==> src/rtl/wb_port_arbiter.sv <==
// Register-file write-port arbiter: pipeline write-back has priority, MDU results queue in a small FIFO.
// Optional direct MDU-to-port path when the FIFO is idle: define WBARB_BYPASS_EN.
module wb_port_arbiter #(
  parameter int DATA_W       = 32,
  parameter int ADDR_W       = 5,
  parameter int FIFO_DEPTH   = 2,
  parameter int STARVE_LIMIT = 4
) (
  input  logic              clk,
  input  logic              rst_n,
  input  logic              wb_regwrite,
  input  logic [ADDR_W-1:0] wb_addr,
  input  logic [DATA_W-1:0] wb_data,
  input  logic              mdu_valid,
  input  logic [ADDR_W-1:0] mdu_addr,
  input  logic [DATA_W-1:0] mdu_data,
  output logic              mdu_ready,
  output logic              pipe_stall,
  output logic              rf_we,
  output logic [ADDR_W-1:0] rf_addr,
  output logic [DATA_W-1:0] rf_wdata
);

  localparam int PTR_W = (FIFO_DEPTH > 1) ? $clog2(FIFO_DEPTH) : 1;
  localparam int CNT_W = PTR_W + 1;
  localparam int STV_W = $clog2(STARVE_LIMIT + 1);

  logic [ADDR_W-1:0] fifo_addr_reg [FIFO_DEPTH];
  logic [DATA_W-1:0] fifo_data_reg [FIFO_DEPTH];
  logic [ADDR_W-1:0] addr_next     [FIFO_DEPTH];
  logic [DATA_W-1:0] data_next     [FIFO_DEPTH];
  logic [PTR_W-1:0]  rd_ptr_reg, rd_ptr_next;
  logic [PTR_W-1:0]  wr_ptr_reg, wr_ptr_next;
  logic [CNT_W-1:0]  count_reg, count_next;
  logic [STV_W-1:0]  starve_reg, starve_next;
  logic              stall_next;

  logic              fifo_empty;
  logic              pipe_grant;
  logic              fifo_pop;
  logic              bypass_grant;
  logic              push_req;
  logic              squash;
  logic              head_squash;
  logic              grant;
  logic [ADDR_W-1:0] grant_addr;
  logic [DATA_W-1:0] grant_data;
  logic [CNT_W-1:0]  kept;

  // Entries viewed in FIFO order (oldest first), with a flag saying they survive a squash.
  logic [PTR_W-1:0]  ord_idx  [FIFO_DEPTH];
  logic [FIFO_DEPTH-1:0] ord_keep;

  generate
    for (genvar gi = 0; gi < FIFO_DEPTH; gi++) begin : g_order
      assign ord_idx[gi]  = rd_ptr_reg + PTR_W'(gi);
      assign ord_keep[gi] = (CNT_W'(gi) < count_reg) && (fifo_addr_reg[ord_idx[gi]] != wb_addr);
    end
  endgenerate

  assign fifo_empty = (count_reg == '0);
  assign mdu_ready  = (count_reg < CNT_W'(FIFO_DEPTH));
  assign pipe_grant = wb_regwrite & ~pipe_stall;
  assign fifo_pop   = ~fifo_empty & (pipe_stall | ~wb_regwrite);

`ifdef WBARB_BYPASS_EN
  assign bypass_grant = fifo_empty & ~pipe_grant & ~pipe_stall & mdu_valid;
`else
  assign bypass_grant = 1'b0;
`endif

  assign push_req    = mdu_valid & mdu_ready & ~bypass_grant;
  assign squash      = pipe_grant & (wb_addr != '0);
  assign head_squash = squash & ~fifo_empty & (fifo_addr_reg[rd_ptr_reg] == wb_addr);

  always_comb begin
    grant      = 1'b0;
    grant_addr = rf_addr;
    grant_data = rf_wdata;
    if (fifo_pop) begin
      grant      = 1'b1;
      grant_addr = fifo_addr_reg[rd_ptr_reg];
      grant_data = fifo_data_reg[rd_ptr_reg];
    end else if (pipe_grant) begin
      grant      = 1'b1;
      grant_addr = wb_addr;
      grant_data = wb_data;
    end else if (bypass_grant) begin
      grant      = 1'b1;
      grant_addr = mdu_addr;
      grant_data = mdu_data;
    end
  end

  // A squash compacts the survivors (and any same-cycle push) to the front of the buffer.
  always_comb begin
    addr_next   = fifo_addr_reg;
    data_next   = fifo_data_reg;
    rd_ptr_next = rd_ptr_reg;
    wr_ptr_next = wr_ptr_reg;
    count_next  = count_reg;
    kept        = '0;
    if (squash) begin
      for (int k = 0; k < FIFO_DEPTH; k++) begin
        if (ord_keep[k]) begin
          addr_next[kept[PTR_W-1:0]] = fifo_addr_reg[ord_idx[k]];
          data_next[kept[PTR_W-1:0]] = fifo_data_reg[ord_idx[k]];
          kept = kept + CNT_W'(1);
        end
      end
      if (push_req && (mdu_addr != wb_addr)) begin
        addr_next[kept[PTR_W-1:0]] = mdu_addr;
        data_next[kept[PTR_W-1:0]] = mdu_data;
        kept = kept + CNT_W'(1);
      end
      rd_ptr_next = '0;
      wr_ptr_next = kept[PTR_W-1:0];
      count_next  = kept;
    end else begin
      if (fifo_pop) begin
        rd_ptr_next = rd_ptr_reg + PTR_W'(1);
      end
      if (push_req) begin
        addr_next[wr_ptr_reg] = mdu_addr;
        data_next[wr_ptr_reg] = mdu_data;
        wr_ptr_next = wr_ptr_reg + PTR_W'(1);
      end
      count_next = count_reg + CNT_W'(push_req) - CNT_W'(fifo_pop);
    end
  end

  // Any cycle the head is neither popped nor squashed it was denied by a pipeline grant.
  always_comb begin
    starve_next = starve_reg;
    stall_next  = 1'b0;
    if (fifo_empty || fifo_pop || head_squash) begin
      starve_next = '0;
    end else if (starve_reg == STV_W'(STARVE_LIMIT - 1)) begin
      starve_next = '0;
      stall_next  = 1'b1;
    end else begin
      starve_next = starve_reg + STV_W'(1);
    end
  end

  always_ff @(posedge clk) begin
    fifo_addr_reg <= addr_next;
    fifo_data_reg <= data_next;
  end

  always_ff @(posedge clk or negedge rst_n) begin
    if (!rst_n) begin
      rf_we      <= 1'b0;
      rf_addr    <= '0;
      rf_wdata   <= '0;
      pipe_stall <= 1'b0;
      rd_ptr_reg <= '0;
      wr_ptr_reg <= '0;
      count_reg  <= '0;
      starve_reg <= '0;
    end else begin
      rf_we      <= grant && (grant_addr != '0);
      if (grant) begin
        rf_addr  <= grant_addr;
        rf_wdata <= grant_data;
      end
      pipe_stall <= stall_next;
      rd_ptr_reg <= rd_ptr_next;
      wr_ptr_reg <= wr_ptr_next;
      count_reg  <= count_next;
      starve_reg <= starve_next;
    end
  end

endmodule

==> config.mk <==
export PLATFORM = sky130hd
export DESIGN_NAME = wb_port_arbiter
export DESIGN_NICKNAME = d
export VERILOG_FILES = /design/src/rtl/wb_port_arbiter.sv
export SDC_FILE = /design/constraint.sdc
export NUM_CORES = 1
export LEC_CHECK = 0
export ABC_CLOCK_PERIOD_IN_PS = 4900
export BUFFER_PORTS_ARGS = -buffer_cell sky130_fd_sc_hd__buf_2
export CAP_MARGIN = 20
export CORE_UTILIZATION = 59
export CTS_BUF_LIST = sky130_fd_sc_hd__clkbuf_4 sky130_fd_sc_hd__clkbuf_8
export CTS_CLUSTER_SIZE = 10
export DETAILED_ROUTE_END_ITERATION = 16
export HOLD_SLACK_MARGIN = 0.03
export PLACE_DENSITY = 0.93
export SLEW_MARGIN = 5
export SYNTH_ARGS = -nofsm -noshare
export SYNTH_HDL_FRONTEND = slang
export SYNTH_SLANG_ARGS = --single-unit
==> constraint.sdc <==
create_clock -name clk -period 4.9 [get_ports clk]
set_input_delay 0.245 -clock clk [delete_from_list [all_inputs] [get_ports clk]]
set_output_delay 0.245 -clock clk [all_outputs]
set_load 0.02 [all_outputs]
=== Word-level counts from Yosys, hierarchy flattened ===
Cells that the tools add are included.
Widths: inputs -> output; s select.

* Bitwise operators: 15
* Magnitude comparators: 11
* Mux-type cells: 64
* Equal/unequal tests: 5
* Add/subtract/negate cells: 7
* Reductions and logical operators: 16

{| class="wikitable"
|+ Operator list
! kind !! count
|-
| $mux 32 || 13
|-
| $mux 64 || 5
|-
| $bwmux 64 || 3
|-
| $demux 32 s1 || 3
|-
| $mux 5 || 13
|-
| $mux 10 || 5
|-
| $bwmux 10 || 3
|-
| $demux 5 s1 || 3
|-
| $ne 5x5->1 || 3
|-
| $ge 2x2->1 const B || 5
|-
| $mux 2 || 5
|-
| $not 1->2 || 5
|-
| $reduce_bool 5->1 || 2
|-
| $mux 1 || 9
|-
| $logic_and 1x1->1 || 7
|-
| $and 1x1->1 || 6
|-
| $lt 2x1->1 const B || 3
|-
| $mux 3 || 2
|-
| $reduce_bool 2->1 || 3
|-
| $eq 5x5->1 || 1
|-
| $add 2x1->2 const B || 2
|-
| $lt 1x2->1 const A || 2
|-
| $add 3x1->3 const B || 1
|-
| $eq 3x2->1 const B || 1
|-
| other kinds (9) || 13
|}

* Word-level logic and storage cells: 130
* Flip-flop bits (word level): 120
* Output and inout port bits: 40
* Input bits: 78

=== Logic depth before layout (Yosys ltp) ===
Gate-level depths: netlist (run 1).

* Word-level depth: 19
* Gate-level depth with buffers: 13
* Depth with buffers taken out: 10

=== Least setup slack after synthesis (run 1) ===
OpenSTA, ideal clock, no wires.

* Kind: register to register
* Start point: reg count_reg[1]
* End point: reg fifo_addr_reg[0] (netlist bit) (enable)
* Library setup time: 483 ps
* Path slack: 1000 ps
* Clock period less this slack: 3900 ps
* Stages on the path, launching flop included: 4
* Arrival time: 3417 ps
* Required time: 4417 ps
* Path buffers: 0
* Cell sequence: dfrtp_1 inv_1 nand2_1 o21ai_0

* Cells in the longest elaborated chain, start to end: 3

{| class="wikitable"
|+ RTL lines
! item !! RTL line !! source
|-
| start: declaration || 34 || <nowiki>logic [CNT_W-1:0] count_reg, count_next;</nowiki>
|-
| start signal: assignment || 170 || <nowiki>count_reg <= count_next;</nowiki>
|-
| $lt 2x2->1 || 62 || <nowiki>assign mdu_ready = (count_reg < CNT_W'(FIFO_DEPTH));</nowiki>
|-
| via mdu_ready || 17 || <nowiki>output logic mdu_ready,</nowiki>
|-
| $and 1x1->1 || 72 || <nowiki>assign push_req = mdu_valid & mdu_ready & ~bypass_grant;</nowiki>
|-
| $reduce_bool 2->1 (no line) || - ||
|-
| end signal: assignment || 147 || <nowiki>fifo_addr_reg <= addr_next;</nowiki>
|-
| end: declaration || 28 || <nowiki>logic [ADDR_W-1:0] fifo_addr_reg [FIFO_DEPTH];</nowiki>
|}

The timed path passes the listed nets, and every way through them passes these cells.
A chain may end at the register's enable or synchronous reset.

==> results_dict.tcl, run 1 <==
set metrics [dict create \
    largest_register_ffs 64 \
    finClkSkew_ps 12.28 \
    worstPathMaxFanout 16 \
    worstPathRequired_ps 5080 \
    slew_headroom_pct 22.00 \
    hold_depth 3 \
    wl_mm 19.96 \
    worst_hold_path.endpoint "rf_wdata[6]$_DFFE_PN0P_" \
    synth_area_per_cell_um2 9.947 \
    synth_compound_area_share_pct 22.38 \
    synth-edff-count 74 \
    synth_ff_type "edfxtp_1" \
    max-cap-violations 0 \
    r2r_start "rd_ptr_reg$_DFFE_PN0P_" \
    cts_buffers 17 \
    place.gp.congestion 0.8936 \
    setup.worst_path.class "reg -> reg" \
    vias 6459 \
    ys.warnings.count 0 \
    synth-adder-area-share_pct 0.8687 \
    cts-htree-levels 4 \
    setup_tns_ps 0 \
    setup-violations-final 0 \
    cts_tree "built" \
    insertedDiodeCount 0 \
    ctsLongestPathBuffers 2 \
    grt.total_usage_pct 32.68 \
    yosys.area_share.simple_pct 10.16 \
    die_area_mm2 0.01265 \
    fmax_mhz 274.8 \
    worst_pin_slew_ps 1170 \
    grt_pass1_wl_mm 32.05 \
    timing.hold.ws_ps 44.60 \
    syn_nets 807 \
    startpoint_type "flip-flop" \
    hold_buffers 31 \
    die_w_um 112.5 \
    overflow 0 \
    io_buffers 117 \
    synth_cell_types 51 \
    synth_top_family_by_area "compound AO/OA/AOI/OAI gates" \
    clk_latency_ps 450 \
    drt_first_pass_iters 5 \
    cts_root_buf "clkbuf_8" \
    worstSetupEndpointType "flip-flop" \
    min_from "wb_data[6]" \
    rsz0062_at_grt "no" \
    cts_sinks 120 \
    drv_slew 0 \
    ys_seq_area_share_pct 46.84 \
    grt_pass1_vias 6366 \
    row_count 39 \
    drc 0 \
    hold_class "in -> reg" \
    core_mm2 0.01166 \
    vias_per_cell 6.401 \
    post_cts_resized 0 \
    die_h_um 112.5 \
    syn_area_mm2 0.007202 \
    fin_nets 936 \
    hold_violations 0 \
    cts_setup_buffers 0 \
    layout_commonest_cell "buf_2" \
    drtAntennaViolNets 0 \
    layout-drive-gt1-share_pct 21.59 \
    synthCells 724 \
    ir_worst_vdd_uv 409.8 \
    reg2reg_slack_ps 1260 \
    ys_seq_elements 120 \
    start_util_pct 61.75 \
    drt_iter0_drc 860 \
    async_reset_ff_share_pct 38.33 \
    grt_start_max_net_pins 70 \
    rr_worst_depth 10 \
    clk_pin_slew_ps 80 \
    p_leak_uw 0.003678 \
    final_cell_mix "buf_2, nand2_1, mux2i_1, o21ai_0, edfxtp_1" \
    syn_to_final_growth_pct 19.72 \
    wire_per_inst_um 19.78 \
    p_per_area_mw_per_mm2 686.5 \
    dp_hpwl_mm 12.02 \
    synth_xor_xnor_area_share_pct 2.189 \
    worstReg2RegEnd "fifo_addr_reg[5]$_DFFE_PP_" \
    ios 118 \
    fillers 772 \
    antenna_found_initial 0 \
    final.min_clock_period_ps 3640 \
    synthMuxAreaShare_pct 13.22 \
    outcome "complete, no violations" \
    period_share_pct 74.28 \
    crit_arrival_ps 3820 \
]
## cells by family after synthesis
| group | count (synthesis) |
|---|---|
| buf+inv | 63 |
| simple gates | 175 |
| compound gates | 248 |
| fa+ha+maj | 5 |
| mux | 95 |
| xor+xnor | 18 |
| flops | 120 |
## final cells by class
cell class                      instances  area, um^2  share of cell area [%]
Multi-Input combinational cell        541        3572                   41.43
Sequential cell                       120        3374                   39.14
Timing Repair Buffer                  163        1041                   12.07
Clock buffer                           17       234.0                   2.714
Clock inverter                         15       183.9                   2.133
Tap cell                              143       178.9                   2.075
Inverter                               10       37.54                  0.4354
## synth_stat cells, types with 6 or more instances
master     number  area share, %
a22o_1         20            2.4
o21ai_1        16            1.1
buf_2          12           0.83
o21bai_1       20            2.1
inv_1           8           0.42
xor2_1         14            1.7
edfxtp_1       74             31
a21o_1         20            2.1
a22oi_1        17            1.8
nor2_1         46            2.4
dfrtp_1        46             16
nand2_1       102            5.3
o2111ai_1      20            2.4
o21ai_0        81            5.6
a21oi_1        40            2.8
clkbuf_1       27            1.4
mux2i_1        94             13
buf_6           6           0.94
## worst max-delay path, stage by stage, from the launching register on
cell	delay, ps
dfrtp_2	580
mux2i_1	320
xor2_1	290
and3_4	280
a21oi_4	90
ha_1	340
a211oi_2	450
nor2_2	140
and4_1	480
a22oi_1	280
o21ai_1	110
## per-layer routing
metal  GRT usage (%)  part of all wire, %  vias to the layer above
met5               0                    0                        -
met4           12.62                  2.0                        0
met3           7.559                   11                       41
met2           54.49                   49                      426
met1           41.56                   38                     3063
li1                -                    -                     2929
## worst max path at each step
stage                           start                     endpoint  slack [ps]  cells after the start
2_1_floorplan  count_reg[1]$_DFF_PN0_   fifo_addr_reg[0]$_DFFE_PP_        1000                      3
3_3_place_gp   rd_ptr_reg$_DFFE_PN0P_  fifo_data_reg[45]$_DFFE_PP_        1570                     11
3_5_place_dp   rd_ptr_reg$_DFFE_PN0P_  fifo_data_reg[40]$_DFFE_PP_        1380                     11
4_1_cts        rd_ptr_reg$_DFFE_PN0P_  fifo_data_reg[50]$_DFFE_PP_        1370                     11
5_1_grt        rd_ptr_reg$_DFFE_PN0P_  fifo_data_reg[50]$_DFFE_PP_        1120                     11
6_report       rd_ptr_reg$_DFFE_PN0P_   fifo_addr_reg[5]$_DFFE_PP_        1260                     10
## through the flow
step / utilization (%) / cells / setup WS [ps] / instance area [um^2] / power, uW
4_1_cts: 73.52 / 1007 / 1372 / 8574 / 5795
5_1_grt: 73.93 / 1009 / 1117 / 8622 / 6254
6_report: 73.93 / 1009 / 1260 / 8622 / 5919
2_1_floorplan: - / 724 / 999.9 / 7202 / 4077
3_3_place_gp: 67.28 / 944 / 1573 / 7846 / 4670
3_5_place_dp: 67.28 / 944 / 1384 / 7846 / 4807
## where the power goes
part	internal (uW)	switching, uW
registers	1670	422
clock network	545	419
logic	1110	1750
Power figures use the tool's default switching activity.
==> run 2: changes to the inputs <==
--- a/config.mk
+++ b/config.mk
@@ -5,7 +5,7 @@
 export SDC_FILE = /design/constraint.sdc
 export NUM_CORES = 1
 export LEC_CHECK = 0
-export ABC_CLOCK_PERIOD_IN_PS = 4900
+export ABC_CLOCK_PERIOD_IN_PS = 3700
 export BUFFER_PORTS_ARGS = -buffer_cell sky130_fd_sc_hd__buf_2
 export CAP_MARGIN = 20
 export CORE_UTILIZATION = 59
==> constraint.sdc (replaced) <==
create_clock -name clk -period 3.7 [get_ports clk]
set_input_delay 0.185 -clock clk [delete_from_list [all_inputs] [get_ports clk]]
set_output_delay 0.185 -clock clk [all_outputs]
set_load 0.02 [all_outputs]
==> run 2 against run 1 <==
Combinational power rose by 34%. Fmax is 2.7% higher. Die area stayed put. Final area increased by 0.57%. Sequential share of layout area shrank 0.22 points. Final cell count increased by 0.69%. Via count increased by 2.5%.
==> results_dict.tcl, run 2 (synthesis gave the netlist of run 1 again) <==
set metrics [dict create \
    outcome "complete, no violations" \
    cts_tree "built" \
    total_power_uw 7874 \
    syn_to_final_growth_pct 20.40 \
    cts_root_buf "clkbuf_8" \
    worst_pin_slew_ps 856.5 \
    place_ws_ps 182.0 \
    cp_slowest_stage_delay_ps 570 \
    drtAntennaViolNets 0 \
    worstSetupEndpointType "flip-flop" \
    fin_util_pct 74.35 \
    worstReg2RegEnd "fifo_data_reg[46]$_DFFE_PP_" \
    overflow 0 \
    grt_pass1_wl_mm 32.45 \
    dp.cells 948 \
    grt.total_usage_pct 33.18 \
    hold_depth 3 \
    fin_cells 1016 \
    largest_register_ffs 64 \
    hold_violations 0 \
    crit_chain "buf_4, mux2i_1, xnor2_1, o21a_2, ha_1, a211oi_2, nor2_2, a21oi_4, buf_4, a22oi_1, o21ai_1" \
    drv_slew 0 \
    layout-drive-gt1-share_pct 21.76 \
    crit_slowest_cell "dfrtp_2" \
    worst_slack_ps 155.4 \
    cts_buffers 17 \
    worst_hold_path.endpoint "fifo_data_reg[2]$_DFFE_PP_" \
    setup-violations-final 0 \
    max-cap-violations 0 \
    row_count 39 \
    seq_area_mm2 0.003374 \
    ios 118 \
    die_h_um 112.5 \
    p_per_area_mw_per_mm2 908.1 \
    startpoint_type "flip-flop" \
    rr_worst_depth 11 \
    wire_per_inst_um 20.10 \
    clk_latency_ps 460 \
    antenna_found_initial 0 \
    core_mm2 0.01166 \
    vias_per_cell 6.514 \
    rsz0062_at_grt "no" \
    layout_commonest_cell "buf_2" \
    setup.worst_path.class "reg -> reg" \
    crit_arrival_ps 3840 \
    place.gp.congestion 0.9017 \
    dp_hpwl_mm 11.93 \
    clk_pin_slew_ps 70 \
    grt_pass1_vias 6513 \
    cts-htree-levels 4 \
    finClkSkew_ps 17.58 \
    start_util_pct 61.75 \
    grt_start_max_net_pins 66 \
    hold_class "in -> reg" \
    multiInputGateArea_mm2 0.003573 \
    min_from "mdu_data[2]" \
    drt_iter0_drc 883 \
    worstPathMaxFanout 37 \
    ir_worst_vdd_uv 476.1 \
    p_leak_uw 0.003701 \
    final_cell_mix "buf_2, nand2_1, mux2i_1, o21ai_0, edfxtp_1" \
    r2r_start "rd_ptr_reg$_DFFE_PN0P_" \
    io_buffers 117 \
    period_share_pct 95.80 \
    insertedDiodeCount 0 \
    fmax_mhz 282.1 \
    cts_sinks 120 \
    setup_tns_ps 0 \
    ctsLongestPathBuffers 2 \
    worstPathRequired_ps 3990 \
    die_area_mm2 0.01265 \
    drc 0 \
    drt_first_pass_iters 6 \
    crit_top_cell "buf_4" \
    vias 6618 \
    reg2reg_slack_ps 160 \
    cts_setup_buffers 0 \
    fillers 717 \
    fin_nets 943 \
    wl_mm 20.42 \
    slew_headroom_pct 42.84 \
    final.min_clock_period_ps 3545 \
    die_w_um 112.5 \
]
## run 2: cell types whose count changed in the layout (fill, tap and decap cells not counted)
| cell | delta |
|---|---|
| buf_4 | +4 |
| dlygate4sd3_1 | +4 |
| clkinv_2 | -3 |
| and4_1 | -1 |
| and4_2 | +1 |
| buf_16 | -1 |
| clkbuf_4 | +1 |
| clkinv_1 | +1 |
| clkinv_4 | +1 |
## run 2: area by class of cell
| type | instances | share of cell area [%] |
|---|---|---|
| Clock buffer | 18 | 2.785 |
| Clock inverter | 14 | 2.092 |
| Inverter | 10 | 0.4329 |
| Multi-Input combinational cell | 541 | 41.21 |
| Sequential cell | 120 | 38.92 |
| Tap cell | 143 | 2.063 |
| Timing Repair Buffer | 170 | 12.50 |
## run 2: per-stage QoR
stage	instance area (um^2)	hold slack, ps
after floorplan	7202	-110.6
after global placement	7889	326.4
after detailed placement	7889	330.4
after CTS	8662	33.57
after global routing	8671	44.73
final	8671	48.23
## run 2: how the worst max path moves through the flow
stage                            from                          end  slack [ps]  cells past startpoint
2_1_floorplan  count_reg[1]$_DFF_PN0_   fifo_addr_reg[0]$_DFFE_PP_        -200                      3
3_3_place_gp   rd_ptr_reg$_DFFE_PN0P_  fifo_data_reg[34]$_DFFE_PP_         370                     10
3_5_place_dp   rd_ptr_reg$_DFFE_PN0P_  fifo_data_reg[42]$_DFFE_PP_         180                     10
4_1_cts        rd_ptr_reg$_DFFE_PN0P_  fifo_data_reg[42]$_DFFE_PP_         130                     10
5_1_grt        rd_ptr_reg$_DFFE_PN0P_  fifo_data_reg[41]$_DFFE_PP_          10                     11
6_report       rd_ptr_reg$_DFFE_PN0P_  fifo_data_reg[46]$_DFFE_PP_         160                     11
## run 2: report_power, final
part | internal [uW] | switching [uW]
Sequential | 2210 | 545
Clock | 732 | 564
Combinational | 1480 | 2340
Total | 4420 | 3450
## run 2: timing repair
item | 4_1_cts | 5_1_grt
endpoints found under the setup margin | 0 | 7
hold endpoints to repair | 80 | 0
hold buffers | 35 | 0
resized for setup | 0 | 1
## run 2: layer usage
metal,track usage (%),vias up,share of wire (%)
met3,7.883,108,11
met2,54.24,491,48
met4,14.40,0,3.7
met1,42.32,3081,37
li1,-,2938,-
met5,0,-,0
## run 2: worst max-delay path, delay by kind of cell, from the launching register on
| kind | cells | cell delay (ps) |
|---|---|---|
| adder cells (fa/ha/maj) | 1 | 370 |
| buffers and inverters | 2 | 690 |
| AND/OR/NAND/NOR | 1 | 130 |
| flip-flops | 1 | 570 |
| XOR/XNOR | 1 | 110 |
| multiplexers | 1 | 310 |
| AO/OA/AOI/OAI | 5 | 1180 |
==> run 3: changes to the inputs <==
--- a/config.mk
+++ b/config.mk
@@ -8,12 +8,14 @@
 export ABC_CLOCK_PERIOD_IN_PS = 3700
 export BUFFER_PORTS_ARGS = -buffer_cell sky130_fd_sc_hd__buf_2
 export CAP_MARGIN = 20
+export CORE_MARGIN = 2
 export CORE_UTILIZATION = 59
 export CTS_BUF_LIST = sky130_fd_sc_hd__clkbuf_4 sky130_fd_sc_hd__clkbuf_8
 export CTS_CLUSTER_SIZE = 10
 export DETAILED_ROUTE_END_ITERATION = 16
 export HOLD_SLACK_MARGIN = 0.03
 export PLACE_DENSITY = 0.93
+export REMOVE_ABC_BUFFERS = 1
 export SLEW_MARGIN = 5
 export SYNTH_ARGS = -nofsm -noshare
 export SYNTH_HDL_FRONTEND = slang
==> run 3 against run 2 <==
Sequential power barely moved. Final cell count rose by 0.79%. Clock skew fell by 7.9 ps. Via count fell by 3.5%. Setup slack improved by 49 ps. Core utilization fell by 1.5 points. First-iteration DRC count fell by 44%. Highest routed layer unchanged. Clock power fell by 5%. Hold slack got worse by 2.2 ps. Critical endpoint is now fifo_data_reg[34]$_DFFE_PP_. Critical path depth fell by 1.
==> results_dict.tcl, run 3 (synthesis gave the netlist of run 1 again) <==
set metrics [dict create \
    grt_pass1_vias 6297 \
    largest_register_ffs 64 \
    layout-drive-gt1-share_pct 21.92 \
    setup_tns_ps 0 \
    die_area_mm2 0.01311 \
    fin_util_pct 72.85 \
    rr_worst_depth 10 \
    drtAntennaViolNets 0 \
    r2r_start "rd_ptr_reg$_DFFE_PN0P_" \
    drv_slew 0 \
    overflow 0 \
    worst_pin_slew_ps 663.3 \
    fmax_mhz 286.1 \
    die_w_um 114.5 \
    max-cap-violations 0 \
    fin_cells 1024 \
    p_per_area_mw_per_mm2 893.0 \
    wire_per_inst_um 18.69 \
    worstSetupEndpointType "flip-flop" \
    vias_per_cell 6.237 \
    finClkSkew_ps 9.657 \
    die_h_um 114.5 \
    p_leak_uw 0.003728 \
    drt_first_pass_iters 7 \
    outcome "complete, no violations" \
    crit_arrival_ps 3670 \
    antenna_found_initial 0 \
    drt_iter0_drc 496 \
    dp.cells 955 \
    slew_headroom_pct 55.61 \
    wl_mm 19.14 \
    grt.total_usage_pct 29.58 \
    clk_latency_ps 450 \
    ios 118 \
    setup-violations-final 0 \
    min_from "mdu_data[12]" \
    fillers 814 \
    layout_commonest_cell "buf_2" \
    fin_nets 946 \
    grt_pass1_wl_mm 30.32 \
    period_share_pct 94.48 \
    cts_root_buf "clkbuf_8" \
    worstPathMaxFanout 16 \
    cts-htree-levels 4 \
    worstReg2RegEnd "fifo_data_reg[34]$_DFFE_PP_" \
    syn_to_final_growth_pct 20.99 \
    ctsLongestPathBuffers 2 \
    final_area_mm2 0.008713 \
    core_mm2 0.01196 \
    setup.worst_path.class "reg -> reg" \
    hold_depth 3 \
    io_buffers 117 \
    row_count 40 \
    cts_sinks 120 \
    worst_hold_path.endpoint "fifo_data_reg[12]$_DFFE_PP_" \
    grt_start_max_net_pins 69 \
    reg2reg_slack_ps 200 \
    dp_hpwl_mm 11.87 \
    place_area_mm2 0.007929 \
    final_cell_mix "buf_2, nand2_1, mux2i_1, o21ai_0, edfxtp_1" \
    drc 0 \
    final.min_clock_period_ps 3496 \
    place.gp.congestion 0.9617 \
    worstPathRequired_ps 3880 \
    vias 6387 \
    cts_buffers 17 \
    cts_setup_buffers 0 \
    clk_pin_slew_ps 70 \
    hold_violations 0 \
    ir_worst_vdd_uv 542.2 \
    hold_class "in -> reg" \
    startpoint_type "flip-flop" \
    cts_tree "built" \
    start_util_pct 60.21 \
]
run 3: power breakdown:
part | leakage (uW) | switching [uW] | total (uW) | internal [uW]
registers | 0.00131 | 542 | 2760 | 2220
logic | 0.00221 | 2270 | 3780 | 1520
clock network | 0.000206 | 533 | 1240 | 704
total | 0.00373 | 3340 | 7780 | 4440
run 3: per-stage QoR:
| stage | hold WS, ps | worst slack, ps | total power (uW) |
|---|---|---|---|
| 2_1_floorplan | -110.6 | -1042 | 5263 |
| 3_3_place_gp | 385.9 | 363.2 | 6265 |
| 3_5_place_dp | 392.9 | 217.3 | 6412 |
| 4_1_cts | 31.64 | 88.05 | 7696 |
| 5_1_grt | 42.83 | -2.818 | 8260 |
| 6_report | 46.06 | 204.2 | 7781 |
run 3: timing repair:
action	CTS	global route
gates resized for setup	0	2
endpoints found under the hold margin	79	0
hold buffers	34	0
setup endpoints to repair	0	29
run 3: worst max-delay path by stage:
stage | startpoint | end | slack, ps | cells past startpoint
2_1_floorplan | pipe_stall$_DFF_PN0_ | fifo_addr_reg[0]$_DFFE_PP_ | -1040 | 3
3_3_place_gp | rd_ptr_reg$_DFFE_PN0P_ | fifo_data_reg[42]$_DFFE_PP_ | 360 | 10
3_5_place_dp | rd_ptr_reg$_DFFE_PN0P_ | fifo_data_reg[34]$_DFFE_PP_ | 220 | 10
4_1_cts | rd_ptr_reg$_DFFE_PN0P_ | fifo_data_reg[39]$_DFFE_PP_ | 90 | 10
5_1_grt | rd_ptr_reg$_DFFE_PN0P_ | fifo_data_reg[34]$_DFFE_PP_ | -3 | 10
6_report | rd_ptr_reg$_DFFE_PN0P_ | fifo_data_reg[34]$_DFFE_PP_ | 200 | 10
run 3: final cells by class:
cell class	count	area, um^2	share of cell area (%)
Multi-Input combinational cell	541	3580	41.08
Timing Repair Buffer	173	1129	12.95
Clock inverter	11	127.6	1.465
Antenna cell	1	2.502	0.02872
Clock buffer	21	276.5	3.173
Inverter	10	37.54	0.4308
Sequential cell	120	3377	38.76
Tap cell	147	183.9	2.111
run 3: layer usage:
metal  global-route usage [%]  up-vias  share of wire, %
li1                         -     2953                 -
met1                    37.20     3039                40
met2                    50.45      363                50
met3                    6.829       32               7.9
met4                    9.837        0               1.9
met5                        0        -                 0
run 3: critical path, cell delays in order (launching register included):
cell and delay, ps:
dfrtp_4 590, mux2i_1 370, xor2_1 240, and2_1 260
a21oi_4 110, ha_1 360, a211oi_4 360, nor2_2 120
and4_1 430, a22oi_1 270, o21ai_0 110
